--- config.mk ---
export PLATFORM = sky130hd
export DESIGN_NAME = irq_ctrl_16
export DESIGN_NICKNAME = d
export VERILOG_FILES = /design/src/rtl/irq_pkg.sv /design/src/rtl/prio_enc_16x4.sv /design/src/rtl/irq_ctrl_16.sv
export SDC_FILE = /design/constraint.sdc
export NUM_CORES = 1
export LEC_CHECK = 0
export ABC_AREA = 1
export CORE_MARGIN = 8
export CORE_UTILIZATION = 50
export CTS_CLUSTER_DIAMETER = 200
export DETAILED_ROUTE_END_ITERATION = 10
export GPL_ROUTABILITY_DRIVEN = 0
export PLACE_DENSITY = 0.85
export SYNTH_ARGS = -nofsm -noshare
export SYNTH_HDL_FRONTEND = slang
export SYNTH_HIERARCHICAL = 1
export SYNTH_SLANG_ARGS = --single-unit
--- constraint.sdc ---
create_clock -name clk -period 2.6 [get_ports clk]
set_input_delay 0.26 -clock clk [delete_from_list [all_inputs] [get_ports clk]]
set_output_delay 0.26 -clock clk [all_outputs]
set_load 0.01 [all_outputs]
--- src/rtl/irq_pkg.sv ---
// Shared definitions for the 16-source interrupt controller and its encoder.
package irq_pkg;

  localparam int unsigned NUM_SRC = 16;
  localparam int unsigned VEC_W   = 4;
  localparam logic [NUM_SRC-1:0] MASK_RST = 16'hFFFF;

  typedef enum logic [1:0] {
    IDLE    = 2'b00,
    REQ     = 2'b01,
    SERVICE = 2'b10
  } irq_state_e;

  // One-hot decode of a vector, used to build the per-source clear.
  function automatic logic [NUM_SRC-1:0] vec_onehot(input logic [VEC_W-1:0] v);
    logic [NUM_SRC-1:0] oh;
    oh    = '0;
    oh[v] = 1'b1;
    return oh;
  endfunction

endpackage

--- src/rtl/prio_enc_16x4.sv ---
// 16-to-4 priority encoder: the lowest set bit of eligible wins.
module prio_enc_16x4
  import irq_pkg::*;
(
  input  logic [NUM_SRC-1:0] eligible,
  output logic [VEC_W-1:0]   idx,
  output logic               any
);

  // Scan from the top down so the lowest index is written last and wins.
  always_comb begin
    idx = '0;
    any = |eligible;
    for (int i = NUM_SRC - 1; i >= 0; i--) begin
      if (eligible[i]) begin
        idx = VEC_W'(i);
      end
    end
  end

endmodule

--- src/rtl/irq_ctrl_16.sv ---
// 16-source interrupt controller: edge/level capture, mask, priority select
// and irq/ack/eoi handshake with the CPU sequencer.
module irq_ctrl_16
  import irq_pkg::*;
#(
  parameter bit EDGE_MODE = 1'b1
) (
  input  logic               clk,
  input  logic               rst_n,
  input  logic [NUM_SRC-1:0] req,
  input  logic               mask_we,
  input  logic [NUM_SRC-1:0] mask_din,
  input  logic               irq_ack,
  input  logic               eoi,
  output logic               irq,
  output logic [VEC_W-1:0]   vec,
  output logic               in_service,
  output logic [NUM_SRC-1:0] pend,
  output logic [NUM_SRC-1:0] mask
);

  irq_state_e         state_q, state_d;
  logic [NUM_SRC-1:0] req_q;
  logic [NUM_SRC-1:0] set_c;
  logic [NUM_SRC-1:0] clr_c;
  logic [NUM_SRC-1:0] eligible_c;
  logic [VEC_W-1:0]   win_idx_c;
  logic               win_any_c;
  logic               irq_d;
  logic [VEC_W-1:0]   vec_d;
  logic               in_service_d;

  // Request capture source: rising edge or raw level.
  always_comb begin
    if (EDGE_MODE) begin
      set_c = req & ~req_q;
    end else begin
      set_c = req;
    end
  end

  assign eligible_c = pend & ~mask;

  prio_enc_16x4 u_prio_enc (
    .eligible (eligible_c),
    .idx      (win_idx_c),
    .any      (win_any_c)
  );

  // Next-state and registered-output decode.
  always_comb begin
    state_d      = state_q;
    irq_d        = irq;
    vec_d        = vec;
    in_service_d = in_service;
    clr_c        = '0;
    case (state_q)
      IDLE: begin
        irq_d = 1'b0;
        if (win_any_c) begin
          state_d = REQ;
          irq_d   = 1'b1;
          vec_d   = win_idx_c;
        end
      end
      REQ: begin
        // Ack takes precedence over both eoi and a masking write.
        if (irq_ack) begin
          state_d      = SERVICE;
          irq_d        = 1'b0;
          in_service_d = 1'b1;
          clr_c        = vec_onehot(vec);
        end else if (mask_we && mask_din[vec]) begin
          state_d = IDLE;
          irq_d   = 1'b0;
        end
      end
      SERVICE: begin
        irq_d = 1'b0;
        if (eoi) begin
          state_d      = IDLE;
          in_service_d = 1'b0;
        end
      end
      default: begin
        state_d      = IDLE;
        irq_d        = 1'b0;
        in_service_d = 1'b0;
      end
    endcase
  end

  // State, capture and status registers.
  always_ff @(posedge clk) begin
    if (!rst_n) begin
      state_q    <= IDLE;
      req_q      <= '0;
      pend       <= '0;
      mask       <= MASK_RST;
      irq        <= 1'b0;
      vec        <= '0;
      in_service <= 1'b0;
    end else begin
      state_q    <= state_d;
      req_q      <= req;
      pend       <= set_c | (pend & ~clr_c);
      irq        <= irq_d;
      vec        <= vec_d;
      in_service <= in_service_d;
      if (mask_we) begin
        mask <= mask_din;
      end
    end
  end

endmodule
==> results of run 1 <==
-- final timing paths --
check	cells past startpoint	endpoint	slack, ps
setup / recovery	8	state_q[0]	800
hold / removal	1	pend[8]	410
setup reg to reg	8	state_q[0]	800
hold reg to reg	1	pend[8]	410
-- final cells by class --
type / instances / area [sq um] / share of cell area (%)
well taps: 54 / 67.6 / 2.05
repair buffers: 76 / 756 / 22.9
multi-input cells: 241 / 1030 / 31.2
inverters: 58 / 218 / 6.60
flip-flops and latches: 56 / 1120 / 34.0
clock buffers: 6 / 72.6 / 2.20
clock inverters: 2 / 35.0 / 1.06
-- per-layer routing --
layer / vias to the layer above / wire length [um] / global-route usage [%]
met5: - / 0 / 0
met3: 15 / 504 / 5.35
li1: 1266 / - / -
met1: 1073 / 2840 / 21.6
met4: 0 / 197 / 8.76
met2: 88 / 3150 / 31.7
-- cells by family (layout without fill, tap and decap cells) --
family                 Yosys count  after routing  synth area share [%]
AND/OR/NAND/NOR                207            207                  34.8
buffers and inverters           69            142                  11.5
flip-flops                      56             56                  46.1
AO/OA/AOI/OAI                   34             34                  7.57
-- cells in the mapped netlist --
library cell / instances
buf_1: 1
nand3b_1: 1
o21ai_0: 11
nand3_1: 36
o21ai_1: 10
buf_6: 2
clkbuf_1: 4
or2_1: 1
inv_1: 50
nor3_1: 5
nor4_1: 1
o21ai_2: 1
a21oi_1: 8
nand4_1: 1
o22ai_1: 2
nor2_1: 34
buf_2: 4
dfxtp_1: 56
nand2_1: 127
nor3_2: 1
a21oi_2: 2
inv_2: 8
-- cells in the final DEF, fill, tap and decap left out --
| cell | synthesis | final |
|---|---|---|
| nor4_1 | 1 | 1 |
| inv_1 | 50 | 50 |
| o21ai_0 | 11 | 11 |
| nand4_1 | 1 | 1 |
| nor3_2 | 1 | 1 |
| o21ai_2 | 1 | 1 |
| a21oi_2 | 2 | 2 |
| nand3_1 | 36 | 36 |
| clkdlybuf4s50_1 | 0 | 74 |
| clkinv_2 | 0 | 1 |
| bufinv_16 | 0 | 1 |
| buf_4 | 0 | 2 |
| a21oi_1 | 8 | 8 |
| nor3_1 | 5 | 5 |
| nor2_1 | 34 | 34 |
| o22ai_1 | 2 | 2 |
| inv_2 | 8 | 8 |
| dfxtp_1 | 56 | 56 |
| clkbuf_1 | 4 | 1 |
| o21ai_1 | 10 | 10 |
| clkbuf_8 | 0 | 5 |
| nand2_1 | 127 | 127 |
| nand3b_1 | 1 | 1 |
| or2_1 | 1 | 1 |
-- sequential cells by signal, summed over array words and instances, names as in the netlist --
register    flops
in_service      1
pend           16
req_q          16
vec             4
irq             1
state_q         2
mask           16
-- report_power, final --
part | switching [mW] | total, mW | internal (mW)
combinational | 0.312 | 0.577 | 0.265
sequential | 0.0853 | 1.03 | 0.940
clock | 0.270 | 0.556 | 0.286
-- stage by stage --
step	setup slack, ps	instance area [sq um]
after global routing	626	3300
after detailed placement	922	3190
after floorplan	1040	2430
final	803	3300
after global placement	944	3190
after CTS	806	3300
-- worst max-delay path, delay by kind of cell (launching register included) --
family          cells  cell delay [ps]
simple gates        6             1080
buf+inv             1              100
flops               1              370
compound gates      1              140
==> impl_metrics.ini, run 1 <==
[timing]
setup_viol = 0
min_period_ps = 1800
clock_skew_ps = 4.14
fin_crit_sh_pct = 69.1
fmax_mhz = 556
rsz0062_at_grt = false
worst_pin_slew_ps = 511
setup_tns_ps = 0
finalMaxSlewViolations = 0
hold_slack_ps = 407
hold_viol_final = 0
relSlewSlack_pct = 65.9

[route]
drt_first_pass_iters = 4
drc_errors = 0
via_count = 2442
post_drt_wl_per_cell_um = 13.6
finalWirelength_mm = 6.69
drt_iter0_markers = 161
vias_per_cell = 4.95
ant_nets = 0

[grt]
overflow = 0
track_usage_pct = 18.9
antenna_found_initial = 0
grt_max_degree = 53
grt_pass1_wl_mm = 11.0
grt_pass1_vias = 2434

[cts]
cts.repair.resized = 0
cts_buffer_depth = 2
ctsHoldBuffers = 0
insertion_delay_ps = 310
clock_sinks = 56
post-cts-setup-buffers = 0
cts_root_buf = clkbuf_8
cts_made_buffers = 5
htree_levels = 2
cts_tree = done
path_clk_slew_ps = 90

[worst_setup_path]
path_max_fanout = 8
worstSetupEndpointType = register
crit_arrival_ps = 2000
path_cells = nor2_1, or2_1, nor4_1, nand2_1, nand2_1, inv_1, a21oi_2, nor2_1
cp-start-kind = register
crit_type = register to register
r2r_start = mask[14]
cp_slowest_stage_delay_ps = 400
critPathLaunch = mask[14]
worstPathRequired_ps = 2800
slowest_stage = nor4_1

[placement]
dp_cells = 485
numPortBuffers = 74
hpwlAfterDp_mm = 5.23

[synth]
ys_ff_latch = 56
synth.distinct_cells = 22
yosys.area.top_type = dfxtp_1
syn-num-nets = 403
seq_area_frac_synth_pct = 46.1
synth.top_cell.area_share_pct = 46.1
ys_warn_count = 6
synth.top_cells.by_area = dfxtp_1 46%, nand2_1 20%, inv_1 7.7%
synth_cells = 366
synth_area_sq_um = 2430
syn_avg_cell_area_sq_um = 6.64

[die]
fp.dieH_um = 85.7
core_area_sq_um = 4690
start_util_pct = 51.8
dieArea_sq_um = 7350
die_w_um = 85.7
ios = 75
placementRows = 25

[layout]
syn2layout_area_growth_pct = 35.8
finalNetCount = 475
final_cells = 493
drive_gt1_share_pct = 4.78
fin_util_pct = 70.3
antennaDiodeCount = 0
n_fill_cell = 416

[job]
max_cap_viol_count = 0

[outcome]
status = completed

[pwr]
fin_total_pwr_mw = 2.16
ir_worst_vdd_uv = 452
power_density_nw_per_um2 = 654
p_leak_nw = 1.59

[hold_path]
hold_path_startpoint = req_q[8]
hp-class = register to register
Power figures use the tool's default switching activity.
==> inputs of run 2 (changes only) <==
--- a/config.mk
+++ b/config.mk
@@ -7,11 +7,11 @@
 export LEC_CHECK = 0
 export ABC_AREA = 1
 export CORE_MARGIN = 8
-export CORE_UTILIZATION = 50
+export CORE_UTILIZATION = 42
 export CTS_CLUSTER_DIAMETER = 200
 export DETAILED_ROUTE_END_ITERATION = 10
 export GPL_ROUTABILITY_DRIVEN = 0
-export PLACE_DENSITY = 0.85
+export PLACE_DENSITY = 0.76
 export SYNTH_ARGS = -nofsm -noshare
 export SYNTH_HDL_FRONTEND = slang
 export SYNTH_HIERARCHICAL = 1
==> constraint.sdc (replaced) <==
create_clock -name clk -period 1.6 [get_ports clk]
set_input_delay 0.16 -clock clk [delete_from_list [all_inputs] [get_ports clk]]
set_output_delay 0.16 -clock clk [all_outputs]
set_load 0.01 [all_outputs]
==> run 2 against run 1 <==
Effect of this change:
- the run now ends with setup timing left
- die area grew 15%
- routed wire length grew 5.9%
- critical path depth grew 10
- final cell count is 7.1% higher
- clock power grew 41%
- global-route usage shrank 2.5 points
- via count is 2.7% higher
- count of clock-buffer cells in the layout fell by 1
- sequential power grew 61%
==> impl_metrics.ini, run 2 (synthesis results as in run 1) <==
[worst_setup_path]
worstPathRequired_ps = 1840
crit_buf_inv = 1
crit_family = simple AND/OR/NAND/NOR gates
path_max_fanout = 2
path_cells = inv_1, nor2_2, nand2_1, nand2_1, nand2_1, nand2_1, nand2_1, nand2_1, nand2_1, nand2_1, nand2_1, nand2_1, nand2_1, nand2_1, nand2_1, a21oi_2, o21ai_1, a21oi_1
r2r_end = vec[0]
worstSetupEndpointType = register
crit_type = register to register
cp_slowest_stage_delay_ps = 360
rrSetupSlack_ps = -30
critPathLaunch = pend[15]
crit_arrival_ps = 1870
cp-start-kind = register
crit_cells = 18
r2r_start = pend[15]
rr_worst_depth = 18
slowest_stage = dfxtp_1
crit_top_cell = nand2_1

[timing]
hold_viol_final = 0
worst_pin_slew_ps = 472
fmax_mhz = 615
clock_skew_ps = 8.20
layout_setup_ws_ps = -26.0
setup_viol = 1
relSlewSlack_pct = 68.5
finalMaxSlewViolations = 0
min_period_ps = 1630
rsz0062_at_grt = true
setup_tns_ps = -26.0
fin_crit_sh_pct = 102

[route]
drt_first_pass_iters = 4
drt_iter0_markers = 146
via_count = 2508
drc_errors = 0
post_drt_wl_per_cell_um = 13.4
vias_per_cell = 4.75
ant_nets = 0
finalWirelength_mm = 7.09

[pwr]
p_leak_nw = 1.66
ir_worst_vdd_uv = 653
power_density_nw_per_um2 = 1010
fin_total_pwr_mw = 3.51

[grt]
antenna_found_initial = 0
grt_max_degree = 53
grt_pass1_wl_mm = 11.4
overflow = 0
grt_pass1_vias = 2340
track_usage_pct = 16.4

[hold_path]
hold_path_startpoint = req[6]
hp-class = input pin to register
hold_path_depth = 3
min_to = req_q[6]

[layout]
drive_gt1_share_pct = 14.0
multi_input_area_sq_um = 1060
finalNetCount = 492
final_cells = 528
regArea_sq_um = 1130
syn2layout_area_growth_pct = 43.5
antennaDiodeCount = 0
n_fill_cell = 502
reg.largest.list = mask x16, pend x16, req_q x16
final_cell_mix = 126 x nand2_1, 74 x clkdlybuf4s50_1, 45 x dfxtp_1, 43 x inv_1, 36 x nand3_1
layout_commonest_cell = nand2_1

[die]
ios = 75
core_area_sq_um = 5540
placementRows = 27
dieArea_sq_um = 8480
die_w_um = 92.1
start_util_pct = 43.9
fp.dieH_um = 92.1

[job]
max_cap_viol_count = 0

[cts]
cts_made_buffers = 5
htree_levels = 2
cts_root_buf = clkbuf_8
cts_tree = done
insertion_delay_ps = 320
cts_buffer_depth = 2
path_clk_slew_ps = 100
clock_sinks = 56

[outcome]
status = finished with violations
violations = setup timing

[placement]
dp_cells = 514
pre_cts_slack_ps = -16.9
numPortBuffers = 74
hpwlAfterDp_mm = 5.50
run 2: cell types whose count changed in the layout (fill, tap and decap cells not counted), sizes merged:
| cell | delta |
|---|---|
| buf | +17 |
| clkinvlp | +2 |
| bufinv | -1 |
| clkbuf | -1 |
run 2: worst min-delay path: stages:
cell and delay (ps):
clkdlybuf4s50_1 390, nand2_1 70, inv_1 40
run 2: through the flow:
stage / util, % / cell area [sq um] / hold WS, ps
after floorplan: - / 2430 / 267
after global placement: 59.7 / 3310 / 392
after detailed placement: 59.7 / 3310 / 394
after CTS: 61.7 / 3420 / 370
after global routing: 62.9 / 3490 / 396
final: 62.9 / 3490 / 377
run 2: how the worst max path moves through the flow:
stage | end
floorplan | irq
global placement | irq
detailed placement | state_q[0]
CTS | vec[0]
global route | vec[0]
finish | vec[0]
run 2: cell type report:
type	count	area share (%)
flip-flops and latches	56	32.5
multi-input cells	241	30.3
repair buffers	93	25.7
inverters	58	6.24
well taps	72	2.58
clock buffers	5	1.97
clock inverters	3	0.682
run 2: report_power, final:
group | switching, mW | internal (mW)
logic | 0.563 | 0.505
clock network | 0.474 | 0.311
registers | 0.122 | 1.54
total | 1.16 | 2.35
run 2: layer usage:
metal	track usage, %	wire length, um
met1	20.5	3120
met5	0	0
met2	26.7	3310
met4	4.43	82
met3	4.73	568
run 2: repair_timing:
action / in CTS / in global routing
buffers inserted: 0 / 6
gates resized for setup: 6 / 21
endpoints found under the setup margin: 6 / 7
hold buffers: 0 / 0
pin swaps: 0 / 11
==> inputs of run 3 (changes only) <==
--- a/config.mk
+++ b/config.mk
@@ -8,6 +8,7 @@
 export ABC_AREA = 1
 export CORE_MARGIN = 8
 export CORE_UTILIZATION = 42
+export CTS_BUF_LIST = sky130_fd_sc_hd__clkbuf_16
 export CTS_CLUSTER_DIAMETER = 200
 export DETAILED_ROUTE_END_ITERATION = 10
 export GPL_ROUTABILITY_DRIVEN = 0
==> run 3 against run 2 <==
Effect of this change:
- the flow still finishes with violations (setup timing)
- critical endpoint unchanged
- clock power increased by 38%
- routed wire length grew 1.4%
- sequential power barely moved
- combinational power is essentially flat
- highest routed layer unchanged
- critical path type unchanged
- first-iteration DRC count increased by 8.2%
- utilization rose by 1.1 points
- sequential share of layout area fell by 0.47 points
==> impl_metrics.ini, run 3 (synthesis results as in run 1) <==
[outcome]
status = finished with violations
violations = setup timing

[cts]
clock_sinks = 56
cts_tree = done
cts_buffer_depth = 2
cts_made_buffers = 5
htree_levels = 2
insertion_delay_ps = 290
path_clk_slew_ps = 70
ctsHoldBuffers = 0
cts_root_buf = clkbuf_16

[timing]
layout_setup_ws_ps = -62.0
hold_viol_final = 0
relSlewSlack_pct = 68.4
rsz0062_at_grt = true
fmax_mhz = 602
finalMaxSlewViolations = 0
min_period_ps = 1660
clock_skew_ps = 4.61
fin_crit_sh_pct = 104
worst_pin_slew_ps = 474
setup_viol = 1

[worst_setup_path]
slowest_stage = dfxtp_2
crit_arrival_ps = 1870
cp-start-kind = register
rrSetupSlack_ps = -60
crit_type = register to register
path_cells = inv_1, nor2_4, inv_2, nand2_1, nand2_1, nand2_1, nand2_1, nand2_1, nand2_1, nand2_1, nand2_1, nand2_1, nand2_1, nand2_1, nand2_1, a21oi_2, o21ai_1, a21oi_1
worstSetupEndpointType = register
r2r_end = vec[0]
crit_buf_inv = 2
rr_worst_depth = 18
crit_top_cell = nand2_1
path_max_fanout = 3
r2r_start = pend[13]
cp_slowest_stage_delay_ps = 340
worstPathRequired_ps = 1810
crit_family = simple AND/OR/NAND/NOR gates

[die]
fp.dieH_um = 92.1
die_w_um = 92.1
placementRows = 27
dieArea_sq_um = 8480
start_util_pct = 43.9
ios = 75
core_area_sq_um = 5540

[layout]
final_cells = 528
fin_util_pct = 64.1
final_cell_mix = 125 x nand2_1, 74 x clkdlybuf4s50_1, 44 x inv_1, 44 x dfxtp_1, 36 x nand3_1
syn2layout_area_growth_pct = 46.1
layout_commonest_cell = nand2_1
multi_input_area_sq_um = 1060
finalNetCount = 492
antennaDiodeCount = 0
reg.largest.list = mask x16, pend x16, req_q x16
drive_gt1_share_pct = 14.3
n_fill_cell = 481
regArea_sq_um = 1140

[route]
finalWirelength_mm = 7.19
ant_nets = 0
post_drt_wl_per_cell_um = 13.6
drt_iter0_markers = 158
vias_per_cell = 4.83
via_count = 2552
drc_errors = 0
drt_first_pass_iters = 4

[grt]
track_usage_pct = 16.4
grt_pass1_vias = 2367
top_usage_layer = met2
antenna_found_initial = 0
overflow = 0
grt_max_degree = 53
grt_util_met2_pct = 27.5
grt_util_met3_pct = 4.81
grt_pass1_wl_mm = 11.4
met1_usage_pct = 20.3

[pwr]
internal_power_mw = 2.63
power_density_nw_per_um2 = 1070
power.share.clock_pct = 28.2
p_sw_share_pct = 31.1
seqPwrFrac_pct = 43.5
power_switching_mw = 1.19
ir_worst_vdd_uv = 926
comb_power_share_pct = 28.2
p_leak_nw = 1.69

[hold_path]
hp-class = register to register
min_to = pend[11]
hold_path_startpoint = req_q[11]
hold_path_depth = 1

[placement]
pre_cts_slack_ps = -16.9
dp_cells = 514
numPortBuffers = 74
hpwlAfterDp_mm = 5.50

[job]
max_cap_viol_count = 0
==> run 3: through the flow <==
step	power (mW)	hold WS [ps]	area [sq um]	TNS [ps]
final	3.81	402	3550	-62.0
after global routing	4.04	419	3550	-694
after CTS	3.79	405	3470	-21.1
after detailed placement	2.70	394	3310	-37.5
after global placement	2.68	392	3310	0
after floorplan	2.20	267	2430	0
==> run 3: worst max-delay path by stage <==
stage          cells past startpoint  slack (ps)    endpoint     start
6_report                          18         -60      vec[0]  pend[13]
5_1_grt                           18        -220      vec[0]  pend[15]
4_1_cts                           18         -20      vec[0]  pend[13]
3_5_place_dp                       9         -20  state_q[0]  pend[14]
3_3_place_gp                       9          40         irq  pend[14]
2_1_floorplan                      8          40         irq  mask[14]
==> run 3: timing repair <==
action,CTS,global route
buffers inserted,0,6
endpoints found under the setup margin,5,8
pin swaps,0,7
resized for setup,4,25
==> run 3: cell type report <==
cell class	instances	area share (%)
Sequential cell	56	32.1
Multi-Input combinational cell	241	29.8
Inverter	58	6.13
Timing Repair Buffer	93	25.2
Clock buffer	5	3.52
Clock inverter	3	0.670
Tap cell	72	2.54
==> run 3: metal layers <==
metal,wire length [um],part of all wire (%)
met5,0,0
met4,131,1.8
met3,577,8.0
met2,3380,47
met1,3100,43
==> run 3: power groups by stage <==
stage	sequential, mW	clock (mW)	combinational (mW)
3_5_place_dp	1.68	0	1.03
5_1_grt	1.68	1.17	1.20
2_1_floorplan	1.70	0	0.505
3_3_place_gp	1.67	0	1.01
4_1_cts	1.64	1.10	1.04
6_report	1.66	1.08	1.08
==> run 3: worst register-to-register path, delay by kind of cell, from the launching register on <==
kind	cells	cell delay, ps
flops	1	340
compound gates	3	330
simple gates	13	810
buf+inv	2	120
==> patch, RTL diff (settings of run 2) <==
Put one more register stage on the output `irq`, cleared by the reset. The value now appears one clock later. The other outputs are not delayed to match.
--- a/src/rtl/irq_ctrl_16.sv
+++ b/src/rtl/irq_ctrl_16.sv
@@ -18,6 +18,8 @@
   output logic [NUM_SRC-1:0] pend,
   output logic [NUM_SRC-1:0] mask
 );
+
+  logic irq_s0;
 
   irq_state_e         state_q, state_d;
   logic [NUM_SRC-1:0] req_q;
@@ -50,7 +52,7 @@
   // Next-state and registered-output decode.
   always_comb begin
     state_d      = state_q;
-    irq_d        = irq;
+    irq_d        = irq_s0;
     vec_d        = vec;
     in_service_d = in_service;
     clr_c        = '0;
@@ -97,14 +99,14 @@
       req_q      <= '0;
       pend       <= '0;
       mask       <= MASK_RST;
-      irq        <= 1'b0;
+      irq_s0     <= 1'b0;
       vec        <= '0;
       in_service <= 1'b0;
     end else begin
       state_q    <= state_d;
       req_q      <= req;
       pend       <= set_c | (pend & ~clr_c);
-      irq        <= irq_d;
+      irq_s0     <= irq_d;
       vec        <= vec_d;
       in_service <= in_service_d;
       if (mask_we) begin
@@ -113,4 +115,12 @@
     end
   end
 
+  always_ff @(posedge clk) begin
+    if (!rst_n) begin
+      irq <= '0;
+    end else begin
+      irq <= irq_s0;
+    end
+  end
+
 endmodule
Formal check against the unedited RTL: not equivalent (Yosys sat finds a counterexample within 4 cycles, from zero or initial values and one cycle with rst_n low).
==> patch against run 2 <==
  * The flow still finishes with violations (negative setup slack)
  * Final area is 3.0% higher
  * Routed wire length is 0.48% higher
  * Worst hold slack worse by 0.16 ns
  * Area after synthesis is 0.72% higher
  * Count of clock-buffer cells in the layout is 6 higher
  * Sequential cell count is 1 higher
  * Utilization is 0.82 points lower
  * Worst setup slack better by 0.014 ns
  * Power is 14% higher
  * Non-clock buffer count is 1 lower
  * Critical path type unchanged
  * Largest power group unchanged
==> patch: results (changes against run 2) <==
* Initial DRC count at 170 (was 146)
* Tot GR Track Use at 17.2% (was 16.4%)
* Clk_lat worst skew at 0.34 ns (was 0.32 ns)
* First-pass GRT wire length at 11800 µm (was 11400 µm)
* Launch point of the critical path: mask[14]$_SDFFE_PN1P_ (was pend[15]$_SDFF_PN0_)
* Crit path capture: vec[1]$_SDFFE_PN0P_ (was vec[0]$_SDFFE_PN0P_)
* CTS Buf Count at 9 (was 5)
* DRT met1 WL at 3060 µm (was 3120 µm)
* M3 GR Usage at 5.26% (was 4.73%)
* Setup slack at placement at -0.0622 ns (was -0.0169 ns)
* Setup WS post-layout at -0.0118 ns (was -0.0260 ns)
* Vias in the first global route at 2505 (was 2340)
* Failing checks: negative setup slack (unchanged)
* Placed insts at 513 (was 514)
* Final setup viols at 1 (unchanged)
* Largest net degree at the start of global routing at 34 (was 53)
* Reg2reg path depth at 11 (was 18)
* Post-synth top cells: nand2_1 (126), dfxtp_1 (57), inv_1 (51) (was nand2_1 (127), dfxtp_1 (56), inv_1 (50))
* Final net count at 493 (was 492)
* Status: complete, but fails checks (unchanged)
* Crit path arrival time at 1.84 ns (was 1.87 ns)
* Pwr Density at 1120 nW/µm² (was 1010 nW/µm²)
* Hold path startpoint: rst_n (was req[6])
* Vias at 2565 (was 2508)
* Met1 GRT Util at 19.6% (was 20.5%)
-- patch: cell types whose count changed after synthesis, sizes merged --
cell | before | now
nand2 | 127 | 126
nor3 | 6 | 8
nor2 | 34 | 30
o32ai | 0 | 1
nand3 | 36 | 37
dfxtp | 56 | 57
o22ai | 2 | 0
a221oi | 0 | 1
a21oi | 10 | 9
o21ai | 22 | 21
-- patch: layout make-up --
cell class | instances | share of cell area (%)
well taps | 75 | 2.61
clock inverters | 4 | 1.25
repair buffers | 92 | 24.7
clock buffers | 11 | 3.66
flip-flops and latches | 57 | 32.0
multi-input cells | 238 | 29.7
inverters | 58 | 6.06
-- patch: worst min-delay path by stage --
| stage | cells past startpoint | slack (ns) | to |
|---|---|---|---|
| after detailed placement | 1 | 0.40 | pend[7]$_SDFF_PN0_ |
| after global routing | 2 | 0.24 | mask[11]$_SDFFE_PN1P_ |
| after global placement | 1 | 0.39 | pend[7]$_SDFF_PN0_ |
| after floorplan | 2 | 0.27 | req_q[0]$_SDFF_PN0_ |
| after CTS | 2 | 0.21 | mask[9]$_SDFFE_PN1P_ |
| final | 2 | 0.22 | mask[8]$_SDFFE_PN1P_ |
-- patch: worst max-delay path, stage by stage (launching register included) --
cell and delay (ns):
dfxtp_1 0.34, nor2_1 0.06, or2_1 0.25, buf_4 0.14, nand3_1 0.07, nand3_1 0.08, nand3_1 0.09, nand3_1 0.07
a21oi_1 0.13, nor3_1 0.07, o21ai_1 0.14, a21oi_1 0.05
-- patch: timing repair --
action | in CTS | in global routing
endpoints found under the setup margin | 6 | 6
resized for setup | 4 | 16
gates cloned | 0 | 1
pin swaps | 0 | 7
setup buffers | 0 | 6
